**src/rtl/branch_cmp_pkg.sv**
```systemverilog
// Shared definitions for the branch compare unit: RISC-V branch funct3 encodings
// and the result record produced by the compare core.
package branch_cmp_pkg;

  typedef logic [2:0] cmp_op_t;

  localparam cmp_op_t CMP_EQ  = 3'b000;
  localparam cmp_op_t CMP_NE  = 3'b001;
  localparam cmp_op_t CMP_LT  = 3'b100;
  localparam cmp_op_t CMP_GE  = 3'b101;
  localparam cmp_op_t CMP_LTU = 3'b110;
  localparam cmp_op_t CMP_GEU = 3'b111;

  typedef struct packed {
    logic taken;
    logic illegal;
  } cmp_res_t;

endpackage

```
**src/rtl/branch_cmp_core.sv**
```systemverilog
// Pure combinational branch compare. Unsigned compares exist only when
// BRANCH_CMP_UNSIGNED_EN is defined; otherwise 110/111 report illegal.
module branch_cmp_core
  import branch_cmp_pkg::*;
#(
  parameter int DATA_W = 32
) (
  input  logic [DATA_W-1:0] rs1,
  input  logic [DATA_W-1:0] rs2,
  input  cmp_op_t           op,
  output cmp_res_t          res
);

  logic eq;
  logic lt_s;

  assign eq   = (rs1 == rs2);
  assign lt_s = ($signed(rs1) < $signed(rs2));

`ifdef BRANCH_CMP_UNSIGNED_EN
  logic lt_u;
  assign lt_u = (rs1 < rs2);
`endif

  always_comb begin
    // NOTE: every output gets a default before the case so no path leaves it unassigned (no latch).
    res = '0;
    case (op)
      CMP_EQ:  res.taken = eq;
      CMP_NE:  res.taken = !eq;
      CMP_LT:  res.taken = lt_s;
      CMP_GE:  res.taken = !lt_s;
`ifdef BRANCH_CMP_UNSIGNED_EN
      CMP_LTU: res.taken = lt_u;
      CMP_GEU: res.taken = !lt_u;
`endif
      default: res.illegal = 1'b1;
    endcase
  end

endmodule

```
**src/rtl/branch_compare_unit.sv**
```systemverilog
// Valid/ready pipelined branch comparator, 1 or 2 stages, with flush and a
// returned sideband tag. Optional unsigned ops: BRANCH_CMP_UNSIGNED_EN.
module branch_compare_unit
  import branch_cmp_pkg::*;
#(
  parameter int DATA_W  = 32,
  parameter int TAG_W   = 4,
  parameter int LATENCY = 1
) (
  input  logic              CLK,
  input  logic              RSTN,
  input  logic              IN_VALID,
  output logic              IN_READY,
  input  logic [DATA_W-1:0] COMP1,
  input  logic [DATA_W-1:0] COMP2,
  input  logic [2:0]        CMP_OP,
  input  logic [TAG_W-1:0]  IN_TAG,
  input  logic              FLUSH,
  output logic              OUT_VALID,
  input  logic              OUT_READY,
  output logic              COMP_OUT,
  output logic              CMP_ILLEGAL,
  output logic [TAG_W-1:0]  OUT_TAG
);

  if (LATENCY != 1 && LATENCY != 2) begin : g_bad_latency
    $error("branch_compare_unit: LATENCY must be 1 or 2");
  end

  logic              in_ready;
  logic              accept;
  logic              out_adv;
  logic              fin_valid;
  logic [DATA_W-1:0] fin_a;
  logic [DATA_W-1:0] fin_b;
  cmp_op_t           fin_op;
  logic [TAG_W-1:0]  fin_tag;
  cmp_res_t          fin_res;

  logic              out_valid_q, out_valid_d;
  cmp_res_t          res_q, res_d;
  logic [TAG_W-1:0]  tag_q, tag_d;

  // The output stage may load when it is empty or its result is being consumed.
  assign out_adv = !out_valid_q || OUT_READY;

  if (LATENCY == 2) begin : g_two_stage
    logic              s1_valid_q, s1_valid_d;
    logic [DATA_W-1:0] s1_a_q, s1_a_d;
    logic [DATA_W-1:0] s1_b_q, s1_b_d;
    cmp_op_t           s1_op_q, s1_op_d;
    logic [TAG_W-1:0]  s1_tag_q, s1_tag_d;
    logic              s1_open;

    always_comb begin
      s1_open    = !s1_valid_q || out_adv;
      in_ready   = RSTN && !FLUSH && s1_open;
      accept     = IN_VALID && in_ready;
      s1_valid_d = s1_valid_q;
      s1_a_d     = s1_a_q;
      s1_b_d     = s1_b_q;
      s1_op_d    = s1_op_q;
      s1_tag_d   = s1_tag_q;
      if (FLUSH) begin
        s1_valid_d = 1'b0;
      end else if (s1_open) begin
        s1_valid_d = accept;
        if (accept) begin
          s1_a_d   = COMP1;
          s1_b_d   = COMP2;
          s1_op_d  = CMP_OP;
          s1_tag_d = IN_TAG;
        end
      end
    end

    always_ff @(posedge CLK) begin
      if (!RSTN) begin
        s1_valid_q <= 1'b0;
        s1_a_q     <= '0;
        s1_b_q     <= '0;
        s1_op_q    <= '0;
        s1_tag_q   <= '0;
      end else begin
        s1_valid_q <= s1_valid_d;
        s1_a_q     <= s1_a_d;
        s1_b_q     <= s1_b_d;
        s1_op_q    <= s1_op_d;
        s1_tag_q   <= s1_tag_d;
      end
    end

    always_comb begin
      fin_valid = s1_valid_q;
      fin_a     = s1_a_q;
      fin_b     = s1_b_q;
      fin_op    = s1_op_q;
      fin_tag   = s1_tag_q;
    end
  end else begin : g_one_stage
    always_comb begin
      in_ready  = RSTN && !FLUSH && out_adv;
      accept    = IN_VALID && in_ready;
      fin_valid = accept;
      fin_a     = COMP1;
      fin_b     = COMP2;
      fin_op    = CMP_OP;
      fin_tag   = IN_TAG;
    end
  end

  branch_cmp_core #(
    .DATA_W (DATA_W)
  ) u_core (
    .rs1 (fin_a),
    .rs2 (fin_b),
    .op  (fin_op),
    .res (fin_res)
  );

  // Result data only changes when a real result enters, so outputs stay quiet while idle.
  always_comb begin
    out_valid_d = out_valid_q;
    res_d       = res_q;
    tag_d       = tag_q;
    if (FLUSH) begin
      out_valid_d = 1'b0;
    end else if (out_adv) begin
      out_valid_d = fin_valid;
      if (fin_valid) begin
        res_d = fin_res;
        tag_d = fin_tag;
      end
    end
  end

  always_ff @(posedge CLK) begin
    // NOTE: data registers are reset as well as valid bits, so every output reads 0 after reset.
    if (!RSTN) begin
      out_valid_q <= 1'b0;
      res_q       <= '0;
      tag_q       <= '0;
    end else begin
      // NOTE: non-blocking assignments so all flops update together from pre-edge values.
      out_valid_q <= out_valid_d;
      res_q       <= res_d;
      tag_q       <= tag_d;
    end
  end

  assign IN_READY    = in_ready;
  assign OUT_VALID   = out_valid_q;
  assign COMP_OUT    = res_q.taken;
  assign CMP_ILLEGAL = res_q.illegal;
  assign OUT_TAG     = tag_q;

endmodule

```
**config.mk**
```make
export PLATFORM = sky130hd
export DESIGN_NAME = branch_compare_unit
export DESIGN_NICKNAME = d
export VERILOG_FILES = /design/src/rtl/branch_cmp_pkg.sv /design/src/rtl/branch_cmp_core.sv /design/src/rtl/branch_compare_unit.sv
export SDC_FILE = /design/constraint.sdc
export NUM_CORES = 1
export LEC_CHECK = 0
export CORE_MARGIN = 8
export CORE_UTILIZATION = 35
export CTS_CLUSTER_DIAMETER = 60
export DETAILED_ROUTE_END_ITERATION = 12
export MAX_ROUTING_LAYER = met4
export PLACE_DENSITY = 0.92
export SYNTH_ARGS = -nofsm -noshare
export SYNTH_HDL_FRONTEND = slang
export SYNTH_SLANG_ARGS = --single-unit
```
**constraint.sdc**
```tcl
create_clock -name CLK -period 3.15 [get_ports CLK]
set_input_delay 0.63 -clock CLK [delete_from_list [all_inputs] [get_ports CLK]]
set_output_delay 0.63 -clock CLK [all_outputs]
set_load 0.02 [all_outputs]
```
== Word-level counts from Yosys, hierarchy flattened ==
Index checks and enable logic that the tools add are counted.

* Output and inout bits: 8
* Logic and storage cells: 25
* Flip-flop bits (word level): 7
* Input bits: 76

* Eq/ne operators: 4
* Reductions and logical operators: 12
* Bitwise gates (word level): 2
* Order comparisons: 1
* Muxes and demuxes: 2

{| class="wikitable"
|+ Operators by type and width
! operator !! number
|-
| $eq 32x32->1 || 1
|-
| $lt 32x32->1 || 1
|-
| $eq 3x3->1 const B || 2
|-
| $logic_not 1->1 || 4
|-
| $pmux 1 s4 || 1
|-
| $reduce_or 4->1 || 1
|-
| $eq 3x1->1 const B || 1
|-
| $logic_and 1x1->1 || 3
|-
| $logic_not 3->1 || 1
|-
| $reduce_and 3->1 || 1
|-
| $not 1->1 || 2
|-
| $reduce_or 2->1 || 1
|-
| $logic_or 1x1->1 || 1
|-
| $mux 1 || 1
|}

== Logic depth before layout (Yosys ltp) ==
Gate-level depths: netlist (run 1).

* Word-level depth: 5
* Gate-level depth with buffers: 9
* Depth with buffers taken out: 9

== Hierarchy ==
A second synthesis (run 1) with hierarchy kept.

* Cell total of the unflattened synthesis: 153
* Area, all modules: 1192.4 sq um

{| class="wikitable"
|+ By module, submodules not included
! module !! area each (sq um) !! cells each !! instances !! sequential area each (sq um)
|-
| branch_cmp_core || 874.6 || 119 || 1 || 0.0
|-
| branch_compare_unit || 317.8 || 34 || 1 || 140.1
|}

== Worst setup path before layout (run 1) ==
Ideal clock, no wire load.

* Path type: input to register
* Start point: in COMP2[31]
* End point: reg res_q, in the netlist COMP_OUT
* Cell stages on the path: 9
* Required time: 3.054 ns
* Arrival time: 2.345 ns
* Path slack: 0.709 ns
* Cells stage by stage: inv_1 -> ha_1 -> nand4_2 -> nor4_4 -> and4_1 -> nor3b_2 -> nor4_1 -> o21a_1 -> o41ai_2

* Word-level cells in the longest chain between the ends: 3
* Elaborated cells between the ends (all ways): 5
* Those cells by class: order compare (1); eq/ne (1); mux (1); reduce/logical (2)

{| class="wikitable"
|+ Ends and longest elaborated chain
! item !! RTL line !! source
|-
| start, declared || branch_compare_unit.sv:15 || <nowiki>input logic [DATA_W-1:0] COMP2,</nowiki>
|-
| $lt 32x32->1 / $eq 32x32->1 (equally long branches) || branch_cmp_core.sv:18, branch_cmp_core.sv:17 ||
|-
| $logic_not 1->1, on equally long branches || branch_cmp_core.sv:32, branch_cmp_core.sv:30 ||
|-
| $pmux 1 s4 * || branch_cmp_core.sv:28 || <nowiki>case (op)</nowiki>
|-
| end signal, assigned || branch_compare_unit.sv:146 || <nowiki>res_q <= res_d;</nowiki>
|-
| end, declared || branch_compare_unit.sv:41 || <nowiki>cmp_res_t res_q, res_d;</nowiki>
|}

Mark *: on every way between the ends. The rest lies on a longest branch, timed or not.
A chain may end at the register's enable or synchronous reset.

== Final worst setup path (run 1) ==
* Start point: in COMP2[17]
* End point: reg res_q, in the netlist COMP_OUT

Same word-level chain as after synthesis.

==> metrics.csv, run 1 <==
stage,metric,value,unit
run_status,run status,"finished, final reports clean",
yosys,"count leader, synth",inv_1,
global_routing,routing usage on met2,25.3,%
clocking,CTS Sinks,7,
timing,Tmin final,2.80,ns
floorplanning,Ports,84,
timing,fin. max-slew vios,0,
timing,f_max,357,MHz
route,count of TritonRoute iterations in the first routing pass,3,
route,routed vias/inst,4.65,
global_routing,initial antenna violation count,0,
cells_and_area,share of cells above drive strength 1,4.74,%
worst_setup_path,crit path capture type,flop,
floorplanning,starting density of the core,37.1,%
yosys,sequential fraction of the synthesis area,12.3,%
cells_and_area,fill cell count,264,
power,Max IR drop VDD,0.139,mV
yosys,Mean Syn Cell Area,7.93,µm²
yosys,Synth top area share,35.0,%
global_routing,largest net degree at the start of global routing,9,
cells_and_area,Area Overhead vs Synth,80.5,%
clocking,CTS Hold Bufs,0,
clocking,htree depth,1,
global_routing,global routing's busiest layer,met2,
floorplanning,die width,73.1,µm
yosys,"FFs w/ async S/R, synth",0,%
route,Detail Route Antenna Nets,0,
global_routing,vias in the first global route,1430,
power,pwr/cell area,190,nW/µm²
yosys,Ys Warns,0,
global_routing,met3 usage,3.43,%
clocking,post-CTS sizing,0,
yosys,Syn Nets,252,
cells_and_area,NumNets Final,341,
route,drt wl/cell,13.2,µm
route,via count,1283,
yosys,Post-synth EDFFs,0,
clocking,post-CTS setup buffers,0,
yosys,Area contributors post-synth,"ha_1, dfxtp_1, inv_1",
floorplanning,Die Footprint,5350,µm²
clocking,CTS tree,yes,
floorplanning,Placeable Area,3080,µm²
yosys,"flops & latches, synth",7,
yosys,Netlist Area Pre-Place,1140,µm²
yosys,synth unique cells,32,
timing,clock skew,0.00931,ns
global_routing,gr usage total,14.5,%
timing,unrepaired setup endpoints after global routing,false,
hold_path,min-delay worst type,flop to flop,
floorplanning,Vert. Die Dim,73.1,µm
yosys,top_reg_cell synth,dfxtp_1,
clocking,total CTS buffers,3,
clocking,clock-pin slew on the worst setup and hold paths,0.06,ns
clocking,worst-case clock buffer depth,2,
yosys,commonest cells in the synthesized netlist,"inv_1, ha_1, a21oi_1, nand2_1",
clocking,CTS root buffer,clkbuf_4,
worst_setup_path,largest fanout on the critical path,2,
route,DRC errors left,0,
worst_setup_path,Worst setup SP type,input pin,
timing,Final Hold Viols,0,
cells_and_area,Antenna diodes,0,
timing,worst slew pin tran,0.382,ns
worst_setup_path,Crit path arrival time,2.97,ns
timing,Final Setup Violations,0,
placed_design,routability cong.,0.750,
global_routing,met1 Track Usage GR,14.7,%
timing,Setup TNS,0,ns
worst_setup_path,critical path required time,3.32,ns
timing,Worst slew margin,74.3,%
global_routing,total congestion overflow,0,
yosys,Synth Instances,144,
route,DRT iter0 DRCs,13,
placed_design,Detail Placement HPWL,3360,µm
worst_setup_path,Crit Path Category,input pin to flop,
placed_design,placed cells,272,
placed_design,I/O Buffers,83,
power,P_leak,1.01,nW
route,final wirelength,3640,µm
flow_run,Max Cap Viol,0,
timing,Final period util,89.0,%
yosys,leading area contributor after synthesis,ha_1,
floorplanning,Rows,20,
clocking,clock latency on the worst-skew pair,0.26,ns
global_routing,first-pass GRT wire length,6010,µm
cells_and_area,final cell count without fillers,276,
-- cells in the final DEF, fill, tap and decap left out, types with 2 or more instances in the layout --
master,Yosys,routed
clkdlybuf4s50_1,0,83
inv_1,33,33
ha_1,32,32
nand2_1,10,10
a21oi_1,10,10
dfxtp_1,7,7
nor2b_1,7,7
nor2_1,6,6
mux2i_1,5,5
o21ai_0,4,4
nand4_1,3,3
nand3_1,3,3
clkbuf_4,0,3
nand2b_1,2,2
a21boi_0,2,2
nor4_1,2,2
-- critical path, stage by stage --
cell	delay (ns)
clkdlybuf4s50_1	0.45
inv_1	0.04
ha_1	0.29
a21o_1	0.17
a221o_1	0.33
a221oi_2	0.26
o21ai_0	0.13
nor4_1	0.27
nor3_1	0.11
o41ai_2	0.30
-- flip-flops by register name, summed over array words and instances, names as in the netlist --
name	count
OUT_TAG	4
OUT_VALID	1
COMP_OUT	1
CMP_ILLEGAL	1
-- layer usage --
metal / up-vias / wire length, µm
met2: 51 / 1800
met4: 0 / 116
met5: - / 0
met1: 544 / 1490
met3: 12 / 226
li1: 676 / -
-- layout make-up --
type                            instances  area, µm²  area share, %
Tap cell                               44       55.1           2.67
Multi-Input combinational cell        104        878           42.6
Sequential cell                         7        140           6.80
Timing Repair Buffer                   84        838           40.7
Clock buffer                            4       26.3           1.27
Inverter                               33        124           6.01
-- stage by stage --
| stage | worst slack [ns] | cell area [µm²] | power (W) | hold WS, ns | utilization [%] |
|---|---|---|---|---|---|
| after floorplan | 0.709 | 1140 | 0.000186 | 0.560 | - |
| after global placement | 0.110 | 2040 | 0.000305 | 0.474 | 66.1 |
| after detailed placement | 0.0533 | 2040 | 0.000311 | 0.480 | 66.1 |
| after CTS | 0.338 | 2060 | 0.000400 | 0.492 | 67.0 |
| after global routing | 0.0929 | 2060 | 0.000434 | 0.535 | 67.0 |
| final | 0.347 | 2060 | 0.000392 | 0.489 | 67.0 |
-- worst paths after layout --
check / from / to / slack (ns) / depth (start not counted)
setup / recovery: COMP2[17] / COMP_OUT / 0.35 / 10
hold / removal: COMP_OUT / COMP_OUT / 0.49 / 2
setup reg to reg: OUT_VALID / OUT_TAG[1] / 1.82 / 5
hold reg to reg: COMP_OUT / COMP_OUT / 0.49 / 2
-- cell families after synthesis --
kind of cell	Yosys count	share of synthesized area, %
AOI/OAI and AO/OA	26	16.1
adders and majority gates	32	35.0
buffers and inverters	33	10.8
and+or+nand+nor	41	21.4
muxes	5	4.38
DFF	7	12.3
-- power breakdown --
| group | switching [W] | leakage (nW) | internal (W) |
|---|---|---|---|
| clock | 0.0000360 | 0.0150 | 0.0000485 |
| sequential | 0.00000166 | 0.0569 | 0.0000917 |
| combinational | 0.0000790 | 0.940 | 0.000136 |
(Power assumes the default switching activity.)
==> run 2, diff against run 1 <==
--- a/config.mk
+++ b/config.mk
@@ -7,6 +7,7 @@
 export LEC_CHECK = 0
 export CORE_MARGIN = 8
 export CORE_UTILIZATION = 35
+export CTS_BUF_LIST = sky130_fd_sc_hd__clkbuf_8
 export CTS_CLUSTER_DIAMETER = 60
 export DETAILED_ROUTE_END_ITERATION = 12
 export MAX_ROUTING_LAYER = met4
==> run 2 against run 1 <==
Cell count unchanged; sequential share of layout area is 0.061 points lower; register-to-register slack gained 0.03 ns; sequential cell count stayed put; count of clock-buffer cells in the layout fell by 1; clock power increased by 43%; critical endpoint unchanged; largest cell class unchanged.
==> metrics.csv, run 2 (synthesis gave the netlist of run 1 again) <==
stage,metric,value,unit,change
clocking,CTS tree,yes,,
timing,Final Hold Viols,0,,unchanged
worst_setup_path,reg-to-reg endpoint,COMP_OUT,,
power,total power,0.000429,W,+9.4%
placed_design,routability cong.,0.750,,unchanged
hold_path,hold path cells,2,,unchanged
floorplanning,Placeable Area,3080,µm²,unchanged
worst_setup_path,largest fanout on the critical path,2,,unchanged
global_routing,total congestion overflow,0,,unchanged
cells_and_area,"commonest non-fill, non-tap cells in the layout","clkdlybuf4s50_1, inv_1, ha_1, nand2_1, a21oi_1",,
global_routing,initial antenna violation count,0,,unchanged
worst_setup_path,Crit Path Category,input pin to flop,,
floorplanning,starting density of the core,37.1,%,unchanged
cells_and_area,fill cell count,257,,-2.7%
global_routing,gr usage total,14.3,%,-0.23 points
placed_design,I/O Buffers,83,,unchanged
worst_setup_path,critical path required time,3.28,ns,-0.04 ns
clocking,post-CTS sizing,0,,unchanged
worst_setup_path,r2r setup slk,1.85,ns,+0.03 ns
timing,Setup TNS,0,ns,unchanged
hold_path,hold endpoint,COMP_OUT,,
power,Max IR drop VDD,0.270,mV,+95%
hold_path,min-delay worst type,flop to flop,,
route,Detail Route Antenna Nets,0,,unchanged
timing,fin. max-slew vios,0,,unchanged
worst_setup_path,Crit path arrival time,2.97,ns,about the same
worst_setup_path,crit path capture type,flop,,
timing,Hold Worst Slack,0.487,ns,-0.00270 ns
timing,f_max,352,MHz,-1.3%
hold_path,Worst Hold Launch,COMP_OUT,,
worst_setup_path,R2R depth,4,,-1
timing,Tmin final,2.84,ns,+0.0359 ns
route,DRC errors left,0,,unchanged
clocking,post-CTS setup buffers,0,,unchanged
worst_setup_path,worst r2r src,OUT_VALID,,
cells_and_area,"commonest non-fill, non-tap cell in the layout",clkdlybuf4s50_1,,
clocking,CTS Sinks,7,,unchanged
route,count of TritonRoute iterations in the first routing pass,3,,unchanged
clocking,worst-case clock buffer depth,2,,unchanged
cells_and_area,share of cells above drive strength 1,4.74,%,unchanged
timing,clock skew,0.00515,ns,-0.00416 ns
timing,worst slew pin tran,0.382,ns,unchanged
power,pwr/cell area,206,nW/µm²,+8.4%
timing,unrepaired setup endpoints after global routing,false,,
timing,Final period util,90.1,%,+1.1 points
clocking,CTS Hold Bufs,0,,unchanged
flow_run,Max Cap Viol,0,,unchanged
worst_setup_path,cell family with most CP delay,compound AO/OA/AOI/OAI gates,,
clocking,total CTS buffers,3,,unchanged
cells_and_area,Area Overhead vs Synth,82.1,%,
cells_and_area,Antenna diodes,0,,unchanged
timing,final setup margin,0.311,ns,-0.0359 ns
worst_setup_path,slowest CP cell,clkdlybuf4s50_1,,
worst_setup_path,crit-path cells,"clkdlybuf4s50_1, inv_1, ha_1, a21o_1, a221o_1, a221oi_2, o21ai_0, nor4_1, nor3_1, o41ai_2",,
cells_and_area,Util after Layout,67.6,%,+0.61 points
placed_design,pre-CTS setup slack,0.0533,ns,unchanged
floorplanning,Vert. Die Dim,73.1,µm,unchanged
global_routing,first-pass GRT wire length,5950,µm,-1.0%
cells_and_area,NumNets Final,341,,unchanged
floorplanning,Rows,20,,unchanged
route,DRT iter0 DRCs,13,,unchanged
clocking,clock latency on the worst-skew pair,0.22,ns,-0.04 ns
clocking,CTS root buffer,clkbuf_8,,
floorplanning,die width,73.1,µm,unchanged
global_routing,vias in the first global route,1425,,-0.35%
route,via count,1281,,-0.16%
global_routing,largest net degree at the start of global routing,9,,unchanged
route,final wirelength,3610,µm,-0.85%
worst_setup_path,Worst setup SP type,input pin,,
worst_setup_path,CP max stage delay,0.45,ns,about the same
clocking,htree depth,1,,unchanged
placed_design,Detail Placement HPWL,3360,µm,unchanged
timing,Final Setup Violations,0,,unchanged
power,P_leak,1.02,nW,+1.2%
floorplanning,Die Footprint,5350,µm²,unchanged
floorplanning,Ports,84,,unchanged
clocking,clock-pin slew on the worst setup and hold paths,0.04,ns,-0.02 ns
route,routed vias/inst,4.64,,-0.16%
timing,Worst slew margin,74.3,%,unchanged
run_status,run status,"finished, final reports clean",,
route,drt wl/cell,13.1,µm,-0.85%
worst_setup_path,Worst Path Buf+Inv,2,,unchanged
cells_and_area,max FFs per register,4,,unchanged
## run 2: per-layer routing
layer	global-route usage (%)	vias to the layer above	share of wire [%]
met1	14.3	544	41
met2	25.4	51	49
li1	-	676	-
met4	6.22	0	2.7
met3	3.71	10	6.5
met5	-	-	0
## run 2: worst max path at each step
stage              start       end  cells past startpoint
2_1_floorplan  COMP2[31]  COMP_OUT                      9
3_3_place_gp   COMP2[17]  COMP_OUT                     10
3_5_place_dp    COMP2[5]  COMP_OUT                     10
4_1_cts         COMP2[5]  COMP_OUT                     10
5_1_grt        COMP2[17]  COMP_OUT                     10
6_report       COMP2[17]  COMP_OUT                     10
## run 2: report_power, final
part	switching (W)	internal, W
clock	0.0000370	0.0000841
combinational	0.0000788	0.000136
sequential	0.00000164	0.0000921
## run 2: through the flow
step           instances  area (µm²)
2_1_floorplan        144        1140
3_3_place_gp         272        2040
3_5_place_dp         272        2040
4_1_cts              276        2080
5_1_grt              276        2080
6_report             276        2080
## run 2: tightest hold or removal path, delay by kind of cell, from the launching register on
family             cells  cell delay (ns)
and+or+nand+nor        1             0.08
DFF                    1             0.31
AOI/OAI and AO/OA      1             0.06
## run 2: layout make-up
class | count | area (µm²) | area share [%]
timing repair buffer | 84 | 838 | 40.3
clock buffer | 3 | 41.3 | 1.98
multi-input combinational | 104 | 878 | 42.2
inverter | 33 | 124 | 5.95
tap | 44 | 55.1 | 2.65
clock inverter | 1 | 3.75 | 0.180
sequential | 7 | 140 | 6.73
